**config.mk**
```make
export PLATFORM = sky130hd
export DESIGN_NAME = sd_divider
export DESIGN_NICKNAME = d
export VERILOG_FILES = /design/src/rtl/sd_pkg.sv /design/src/rtl/sd_restore_step.sv /design/src/rtl/sd_divider.sv
export SDC_FILE = /design/constraint.sdc
export NUM_CORES = 1
export LEC_CHECK = 0
export ABC_AREA = 0
export CORE_MARGIN = 4
export CORE_UTILIZATION = 58
export DETAILED_ROUTE_END_ITERATION = 8
export GPL_TIMING_DRIVEN = 1
export PLACE_DENSITY = 0.8
export SYNTH_ARGS = -nofsm -noshare
export SYNTH_HDL_FRONTEND = slang
export SYNTH_SLANG_ARGS = --single-unit
```
**constraint.sdc**
```tcl
create_clock -name clock -period 2.7 [get_ports clock]
set_input_delay 0.27 -clock clock [delete_from_list [all_inputs] [get_ports clock]]
set_output_delay 0.27 -clock clock [all_outputs]
set_load 0.02 [all_outputs]
```
**src/rtl/sd_pkg.sv**
```systemverilog
// sd_pkg: shared types and helpers for the sequential signed divider.
// State encoding, the state enum and a width-generic magnitude helper
// (operands up to MAX_W bits).
package sd_pkg;

  localparam int unsigned MAX_W = 32;

  localparam logic [2:0] ENC_IDLE   = 3'd0;
  localparam logic [2:0] ENC_LOAD   = 3'd1;
  localparam logic [2:0] ENC_DIVIDE = 3'd2;
  localparam logic [2:0] ENC_FIXUP  = 3'd3;
  localparam logic [2:0] ENC_DONE   = 3'd4;

  typedef enum logic [2:0] {
    S_IDLE   = ENC_IDLE,
    S_LOAD   = ENC_LOAD,
    S_DIVIDE = ENC_DIVIDE,
    S_FIXUP  = ENC_FIXUP,
    S_DONE   = ENC_DONE
  } sd_state_t;

  localparam logic [MAX_W-1:0] ONE_MAX = 32'd1;

  // Unsigned magnitude of a two's-complement value held in the low 'width'
  // bits of val. The most-negative value maps to 2^(width-1) exactly.
  function automatic logic [MAX_W-1:0] abs_mag(input logic [MAX_W-1:0] val,
                                               input int unsigned   width);
    logic [MAX_W-1:0] mask;
    logic [MAX_W-1:0] neg;
    logic [MAX_W-1:0] sh;
    mask = (width >= MAX_W) ? '1 : ((ONE_MAX << width) - ONE_MAX);
    neg  = (~val + ONE_MAX) & mask;
    sh   = val >> (width - 32'd1);
    return sh[0] ? neg : (val & mask);
  endfunction

endpackage

```
**src/rtl/sd_restore_step.sv**
```systemverilog
// sd_restore_step: one combinational restoring-division iteration.
// Shifts the partial remainder left with the next dividend bit, trial-
// subtracts the divisor magnitude and restores when the result is negative.
module sd_restore_step #(
  parameter int unsigned WIDTH = 16
) (
  input  logic [WIDTH:0]   rem_in,
  input  logic             dvd_bit,
  input  logic [WIDTH-1:0] dvs_mag,
  output logic [WIDTH:0]   rem_out,
  output logic             q_bit
);

  logic [WIDTH+1:0] shifted;
  logic [WIDTH+1:0] diff;

  // Trial subtract with one guard bit; the guard's sign decides restore.
  always_comb begin
    shifted = {rem_in, dvd_bit};
    diff    = shifted - {2'b00, dvs_mag};
    q_bit   = ~diff[WIDTH+1];
    rem_out = q_bit ? diff[WIDTH:0] : shifted[WIDTH:0];
  end

endmodule

```
**src/rtl/sd_divider.sv**
```systemverilog
// sd_divider: sequential signed integer divider, one quotient bit per clock,
// restoring algorithm with sign-magnitude pre/post processing.
// Optional macro SD_UNSIGNED_SUPPORT_EN adds port signed_in; when low the
// operands are treated as unsigned.
module sd_divider
  import sd_pkg::*;
#(
  parameter int unsigned WIDTH = 16
) (
  input  logic             clock,
  input  logic             reset_in,
  input  logic             start_in,
`ifdef SD_UNSIGNED_SUPPORT_EN
  input  logic             signed_in,
`endif
  input  logic [WIDTH-1:0] dividend_in,
  input  logic [WIDTH-1:0] divisor_in,
  output logic [WIDTH-1:0] quotient_out,
  output logic [WIDTH-1:0] remainder_out,
  output logic             busy_out,
  output logic             done_out,
  output logic             overflow_out,
  output logic             div_by_zero_out
);

  localparam int unsigned CW = (WIDTH > 1) ? $clog2(WIDTH) : 1;
  localparam logic [CW-1:0] CNT_LAST = CW'(WIDTH - 1);
  localparam logic [CW-1:0] CNT_ONE  = CW'(1);
  localparam logic [WIDTH-1:0] MIN_VAL = {1'b1, {(WIDTH-1){1'b0}}};

  sd_state_t state_q, state_d;

  logic [WIDTH-1:0] a_q, a_d;         // dividend as captured
  logic [WIDTH-1:0] b_q, b_d;         // divisor as captured
  logic             mode_q, mode_d;   // 1 = signed operation
  logic             sgn_q_q, sgn_q_d; // quotient sign
  logic             sgn_r_q, sgn_r_d; // remainder sign
  logic [WIDTH-1:0] dvd_q, dvd_d;     // dividend magnitude, shifted out MSB first
  logic [WIDTH-1:0] dvs_q, dvs_d;     // divisor magnitude
  logic [WIDTH:0]   rem_q, rem_d;     // partial remainder
  logic [WIDTH-1:0] quo_q, quo_d;     // quotient magnitude
  logic [CW-1:0]    cnt_q, cnt_d;
  logic [WIDTH-1:0] qout_q, qout_d;
  logic [WIDTH-1:0] rout_q, rout_d;
  logic             busy_q, busy_d;
  logic             done_q, done_d;
  logic             ovf_q, ovf_d;
  logic             dz_q, dz_d;

  logic             mode_in;
  logic [MAX_W-1:0] ext_a, ext_b, abs_a, abs_b;
  logic [WIDTH:0]   step_rem;
  logic             step_bit;

`ifdef SD_UNSIGNED_SUPPORT_EN
  assign mode_in = signed_in;
`else
  assign mode_in = 1'b1;
`endif

  // Zero-extend captured operands into the helper's fixed width.
  always_comb begin
    ext_a = '0;
    ext_b = '0;
    ext_a[WIDTH-1:0] = a_q;
    ext_b[WIDTH-1:0] = b_q;
  end

  assign abs_a = abs_mag(ext_a, WIDTH);
  assign abs_b = abs_mag(ext_b, WIDTH);

  if (WIDTH < MAX_W) begin : g_hi
    logic unused_hi;
    assign unused_hi = ^{abs_a[MAX_W-1:WIDTH], abs_b[MAX_W-1:WIDTH]};
  end

  sd_restore_step #(.WIDTH(WIDTH)) u_step (
    .rem_in  (rem_q),
    .dvd_bit (dvd_q[WIDTH-1]),
    .dvs_mag (dvs_q),
    .rem_out (step_rem),
    .q_bit   (step_bit)
  );

  // State register.
  always_ff @(posedge clock or negedge reset_in) begin
    if (!reset_in) state_q <= S_IDLE;
    else           state_q <= state_d;
  end

  // Next-state logic.
  always_comb begin
    state_d = state_q;
    case (state_q)
      S_IDLE:   if (start_in) state_d = S_LOAD;
      S_LOAD:   state_d = (b_q == '0) ? S_FIXUP : S_DIVIDE;
      S_DIVIDE: if (cnt_q == CNT_LAST) state_d = S_FIXUP;
      S_FIXUP:  state_d = S_DONE;
      S_DONE:   state_d = S_IDLE;
      default:  state_d = S_IDLE;
    endcase
  end

  // Datapath and output next values per state.
  always_comb begin
    a_d     = a_q;
    b_d     = b_q;
    mode_d  = mode_q;
    sgn_q_d = sgn_q_q;
    sgn_r_d = sgn_r_q;
    dvd_d   = dvd_q;
    dvs_d   = dvs_q;
    rem_d   = rem_q;
    quo_d   = quo_q;
    cnt_d   = cnt_q;
    qout_d  = qout_q;
    rout_d  = rout_q;
    busy_d  = busy_q;
    done_d  = done_q;
    ovf_d   = ovf_q;
    dz_d    = dz_q;
    case (state_q)
      S_IDLE: begin
        if (start_in) begin
          a_d    = dividend_in;
          b_d    = divisor_in;
          mode_d = mode_in;
          busy_d = 1'b1;
        end
      end
      S_LOAD: begin
        sgn_q_d = mode_q & (a_q[WIDTH-1] ^ b_q[WIDTH-1]);
        sgn_r_d = mode_q & a_q[WIDTH-1];
        dvd_d   = mode_q ? abs_a[WIDTH-1:0] : a_q;
        dvs_d   = mode_q ? abs_b[WIDTH-1:0] : b_q;
        rem_d   = '0;
        quo_d   = '0;
        cnt_d   = '0;
      end
      S_DIVIDE: begin
        rem_d = step_rem;
        quo_d = {quo_q[WIDTH-2:0], step_bit};
        dvd_d = {dvd_q[WIDTH-2:0], 1'b0};
        cnt_d = cnt_q + CNT_ONE;
      end
      S_FIXUP: begin
        done_d = 1'b1;
        if (b_q == '0) begin
          dz_d   = 1'b1;
          ovf_d  = 1'b0;
          qout_d = '1;
          rout_d = a_q;
        end else begin
          dz_d   = 1'b0;
          ovf_d  = mode_q & ~sgn_q_q & quo_q[WIDTH-1];
          qout_d = sgn_q_q ? -quo_q : quo_q;
          rout_d = sgn_r_q ? -rem_q[WIDTH-1:0] : rem_q[WIDTH-1:0];
          if (ovf_d) begin
            qout_d = MIN_VAL;
            rout_d = '0;
          end
        end
      end
      S_DONE: begin
        done_d = 1'b0;
        busy_d = 1'b0;
      end
      default: ;
    endcase
  end

  // Datapath and output registers.
  always_ff @(posedge clock or negedge reset_in) begin
    if (!reset_in) begin
      a_q     <= '0;
      b_q     <= '0;
      mode_q  <= 1'b0;
      sgn_q_q <= 1'b0;
      sgn_r_q <= 1'b0;
      dvd_q   <= '0;
      dvs_q   <= '0;
      rem_q   <= '0;
      quo_q   <= '0;
      cnt_q   <= '0;
      qout_q  <= '0;
      rout_q  <= '0;
      busy_q  <= 1'b0;
      done_q  <= 1'b0;
      ovf_q   <= 1'b0;
      dz_q    <= 1'b0;
    end else begin
      a_q     <= a_d;
      b_q     <= b_d;
      mode_q  <= mode_d;
      sgn_q_q <= sgn_q_d;
      sgn_r_q <= sgn_r_d;
      dvd_q   <= dvd_d;
      dvs_q   <= dvs_d;
      rem_q   <= rem_d;
      quo_q   <= quo_d;
      cnt_q   <= cnt_d;
      qout_q  <= qout_d;
      rout_q  <= rout_d;
      busy_q  <= busy_d;
      done_q  <= done_d;
      ovf_q   <= ovf_d;
      dz_q    <= dz_d;
    end
  end

  assign quotient_out    = qout_q;
  assign remainder_out   = rout_q;
  assign busy_out        = busy_q;
  assign done_out        = done_q;
  assign overflow_out    = ovf_q;
  assign div_by_zero_out = dz_q;

endmodule

```
Word level (Yosys, flattened, before mapping)
Cells that the tools add are included.

Flip-flop bits (word level): 143. Bits of input ports: 35. Output and inout port bits: 36. Word-level logic and storage cells: 71.

Add/subtract/negate cells: 6. Equal/unequal tests: 7. Mux-type cells: 24. Bitwise operators: 9. Reductions and logical operators: 8.

Operators with widths (number): $mux 16 (10); $pmux 16 s2 (2); $pmux 17 s2 (1); $add 16x1->16 const B (2); $neg 16->16 (2); $not 16->16 (2); $sub 18x16->18 (1); $mux 17 (1); $logic_not 16->1 (1); $pmux 3 s4 (1); $pmux 4 s2 (1); $eq 3x2->1 const B (2); $mux 3 (2); $reduce_and 2->1 (3); $reduce_bool 2->1 (3); $add 4x1->4 const B (1); $and 1x1->1 (4); $eq 4x4->1 const B (1); $mux 1 (4); $ne 2x2->1 const B (2); $pmux 1 s2 (2); $eq 3x1->1 const B (1); $eq 3x3->1 const B (1); $logic_not 3->1 (1); other kinds (2) (3).

Depth between registers and ports, before layout
Gate-level depths: netlist of the first run.

Depth after elaboration: 5. Depth in mapped cells: 11. Depth with buffers taken out: 11.

Cells and area by module
From an unflattened synthesis of the first run, not the netlist that was laid out.

Cells, all modules: 820. Area, all modules: 8006.4 um2.

By module, submodules not included: sd_divider (times used 1, cells an instance 672, area an instance 6855.3 um2, sequential area each 3578.4 um2); sd_restore_step (times used 1, cells an instance 148, area an instance 1151.1 um2, sequential area each 0.0 um2).

Worst setup path before layout of the first run
Ideal clock, no wire load.

Path type: register -> register. Start: register rem_q[13]. End: register rem_q[13]. Library setup time: 133 ps. Arrival: 2296 ps. Required time: 2567 ps. Setup slack: 271 ps. Stages on the path, launching flop included: 10. Buffers on the path: 1. Period minus slack after synthesis: 2429 ps. Path through: dfrtp_1 > ha_1 > a21o_1 > a211o_1 > mux2_4 > a221oi_2 > nand2_2 > buf_4 > a32oi_1 > o31ai_1.

Word-level cells in the longest chain between the ends: 3.

RTL lines: from (decl) (line sd_divider.sv:40) `logic [WIDTH:0] rem_q, rem_d;`; from (signal assigned) (line sd_divider.sv:199) `rem_q <= rem_d;`; $sub 18x16->18 (line sd_restore_step.sv:20) `diff = shifted - {2'b00, dvs_mag};`; $mux 17 (line sd_restore_step.sv:22) `rem_out = q_bit ? diff[WIDTH:0] : shifted[WIDTH:0];`; $pmux 17 s2 (line sd_divider.sv:122) `case (state_q)`.

Every way passes these cells. A chain may end at the register's enable or synchronous reset.

Final worst setup path of the first run
Start: register dvd_q[15]. End: register rem_q[16].

Word-level cells in the longest chain between the ends: 3.

RTL lines: from (decl) (line sd_divider.sv:38) `logic [WIDTH-1:0] dvd_q, dvd_d;`; from (signal assigned) (line sd_divider.sv:197) `dvd_q <= dvd_d;`; $sub 18x16->18 (line sd_restore_step.sv:20); $mux 17 (line sd_restore_step.sv:22); $pmux 17 s2 (line sd_divider.sv:122).

Every way passes these cells.

==> summary.md, run 1 <==
| Metric | Value |
|---|---|
| Outcome | completed |
| Met2 Wirelength | around 9800 um |
| Fin cells | 1076 |
| Top routing layer in use | met4 |
| Yosys top cell by area | dfrtp_1 |
| DRC | 0 |
| Min Clock Period, post-route | 2.61 ns |
| Die area | 15400 um^2 |
| Avg Synthesized Cell Area | 9.41 um^2 |
| Leak Pwr | about 4.1 nW |
| Max Slew Vio Count | 0 |
| Die Wd | between 100 and 150 um |
| Vias in the first global route | 6673 |
| Antenna cell count | 0 |
| Worst setup path class | flop to flop |
| Final core utilization | 70.9% |
| Worst Path Arrival | 2.90 ns |
| Post-synth EDFFs | 0 |
| Seq cells post-synth | 143 |
| Fin. Hold Viols | 0 |
| Number of detailed-route iterations in the first pass | 5 |
| Fin Clk Skew | 0.00733 ns |
| Most frequent cells in the layout | dfrtp_1 (142), nand2_1 (105), o21ai_0 (96), clkdlybuf4s50_1 (69), a21oi_1 (49) |
| Placed insts | 1043 |
| Share of cells above drive strength 1 | 11.9% |
| Hold_ws | roughly 0.40 ns |
| CTS clk-pin slew, worst paths | 0.06 ns |
| Top post-synthesis cells by area | dfrtp_1 (46%), o21ai_0 (6.1%), nand2_1 (5.1%), mux2_2 (3.9%), xor2_1 (3.5%) |
| CTS tree | done |
| Pin count of the biggest net entering global routing | 73 |
| CTS HTree Levels | 4 |
| Post-route design area | 9390 um^2 |
| Max-cap violations | 0 |
| CTS sink count | 143 |
| Initial core utilization | between 50% and 60% |
| WL met3 | between 1000 and 1500 um |
| Synth warn | 0 |
| Synthesized Nets | between 800 and 900 |
| Async SR Flop Fraction | 100% |
| Routability Congestion | 0.920 |
| Hold/Removal Path Class | input pin to flop |
| Syn-to-layout area delta | 20.1% |
| Seq/Total Area, Yosys | 45.8% |
| Number of filler cells placed in the layout | about 990 |
| Crit-path max FO | 4 |
| Routed vias | ~6700 |
| Met1 Routed Length | about 8100 um |
| CP Capture Type | flop |
| Antenna violations before repair | 0 |
| Hpwl dp | 13700 um |
| # port buffers | 70 |
| Part of the cycle the worst path needs | 96.8% |
| Area after DPL | a little under 9000 um^2 |
| DR vias/cell | just over 6 |
| Ports | roughly 70 |
| Most common cell after layout, fill and taps aside | dfrtp_1 |
| Rows | 42 |
| Top FF cell, synth | dfrtp_1 |
| Post-synth top area share | 45.8% |
| Synth unique cells | 59 |
| Slew @ Worst Pin | roughly 0.8 ns |
| CP Launch Type | flop |
| Antenna-violating nets left | 0 |
| FF/Latch Area | 3580 um^2 |
| Post-CTS setup buffer count | 0 |
| First-pass GRT wire length | 32300 um |
| Nets | 944 |
| CTS Root Cell | clkbuf_16 |
| Worst skew pair latency | 0.43 ns |
| DR WL/cell | 18.4 um |
| Grt total ovfl | 0 |
| DRC marker count from the first detailed-route iteration | 673 |
| Die Y | 124 um |
| Peak supply drop | approximately 0.7 mV |
| Total wire length | about 20000 um |
| Highest clock rate | between 0.3 and 0.4 GHz |
| Worst Path Required | around 3.0 ns |
| CTS buffer count | 17 |
| Pwr dens | 1460 nW/um^2 |
| Synth Cell Area | 7810 um^2 |
| Mapped Cells | 830 |
| Multi-input gate area | 4030 um^2 |
| Max_slew headroom | a little under half |
| Overall Global Routing Usage | a little over a quarter |
| Final setup fails | 0 |
| Max clock buf depth | 2 |
| Core area | roughly 13000 um^2 |
cell type report:
cell class	instances	share of cell area, %
repair buffers	90	9.18
multi-input cells	604	42.9
clock buffers	21	5.01
well taps	176	2.35
flip-flops and latches	143	38.1
clock inverters	11	1.13
inverters	31	1.24
routing by layer:
| layer | vias to the layer above | global-route usage, % |
|---|---|---|
| li1 | 3072 | - |
| met2 | 314 | 44.5 |
| met4 | 0 | 12.3 |
| met5 | - | 0 |
| met3 | 76 | 5.59 |
| met1 | 3188 | 34.2 |
synth_stat cells (6+ instances only):
library cell / instances
dfrtp_1: 143
a21oi_1: 50
nand3_1: 16
buf_2: 6
a21o_1: 7
xnor2_1: 30
o21ai_1: 12
o41ai_1: 9
o31ai_1: 19
inv_1: 30
mux2i_1: 15
and3_1: 6
mux2_2: 27
or3_1: 7
xor2_1: 31
nand2_1: 106
clkbuf_1: 44
o21ai_0: 96
a22o_1: 15
nor2_1: 28
nand2b_1: 11
ha_1: 21
a22oi_1: 15
nor3_1: 22
repair_timing:
action	in CTS	in global routing
resized for setup	0	20
hold buffers	1	0
endpoints found under the setup margin	0	18
endpoints found under the hold margin	68	0
path summary, 6_finish.rpt:
| path | from | endpoint | slack (ns) | cells after the start |
|---|---|---|---|---|
| setup reg to reg | dvd_q[15] | rem_q[16] | 0.09 | 12 |
| hold reg to reg | quotient_out[12] | quotient_out[12] | 0.47 | 2 |
| hold / removal | divisor_in[0] | b_q[0] | 0.40 | 3 |
| max in group asynchronous | reset_in | rem_q[0] | 1.47 | 3 |
| setup / recovery | dvd_q[15] | rem_q[16] | 0.09 | 12 |
| min in group asynchronous | reset_in | cnt_q[1] | 0.43 | 2 |
where the power goes:
| group | total (mW) | internal [mW] | switching (mW) |
|---|---|---|---|
| combinational | 7.29 | 3.21 | 4.08 |
| sequential | 4.09 | 3.05 | 1.04 |
| clock | 2.28 | 1.35 | 0.936 |
| total | 13.7 | 7.61 | 6.06 |
critical path: stages (launching register included):
cell	delay, ns
dfrtp_1	0.37
inv_1	0.07
ha_1	0.15
inv_1	0.06
fa_1	0.40
a21o_1	0.20
a221oi_1	0.24
buf_4	0.18
or3_1	0.12
a21oi_1	0.07
o41ai_2	0.27
o2bb2a_1	0.24
nand2_1	0.09
registers in the layout, summed over array words and instances (netlist names), 4 cells and up:
signal	cells
quotient_out	16
a_q	16
b_q	16
dvd_q	16
dvs_q	16
cnt_q	4
remainder_out	16
quo_q	16
rem_q	17
logic make-up after synthesis:
family	Yosys count	synth area share (%)
AO/OA/AOI/OAI	246	19.3
AND/OR/NAND/NOR	232	14.2
flip-flops	143	45.8
buffers and inverters	83	4.23
XOR/XNOR	61	6.84
multiplexers	43	6.00
adder cells (fa/ha/maj)	22	3.62
through the flow:
step           TNS (ns)  power [mW]  setup WS (ns)
2_1_floorplan         0        8.96          0.271
3_3_place_gp          0        10.6          0.171
3_5_place_dp          0        11.0         0.0746
4_1_cts               0        13.3         0.0246
5_1_grt         -0.0218        14.7        -0.0168
6_report              0        13.7         0.0873
Power figures use the tool's default switching activity.
==> run 2, diff against run 1 <==
- SLEW_MARGIN: default -> 30
==> results of run 2 <==
Same layout as run 1: the final DEF is identical, and so are final timing and power.
==> run 3, diff against run 2 <==
- CTS_CLUSTER_SIZE: default -> 8
==> results of run 3 <==
Same layout as run 1: the final DEF is identical, and so are final timing and power.
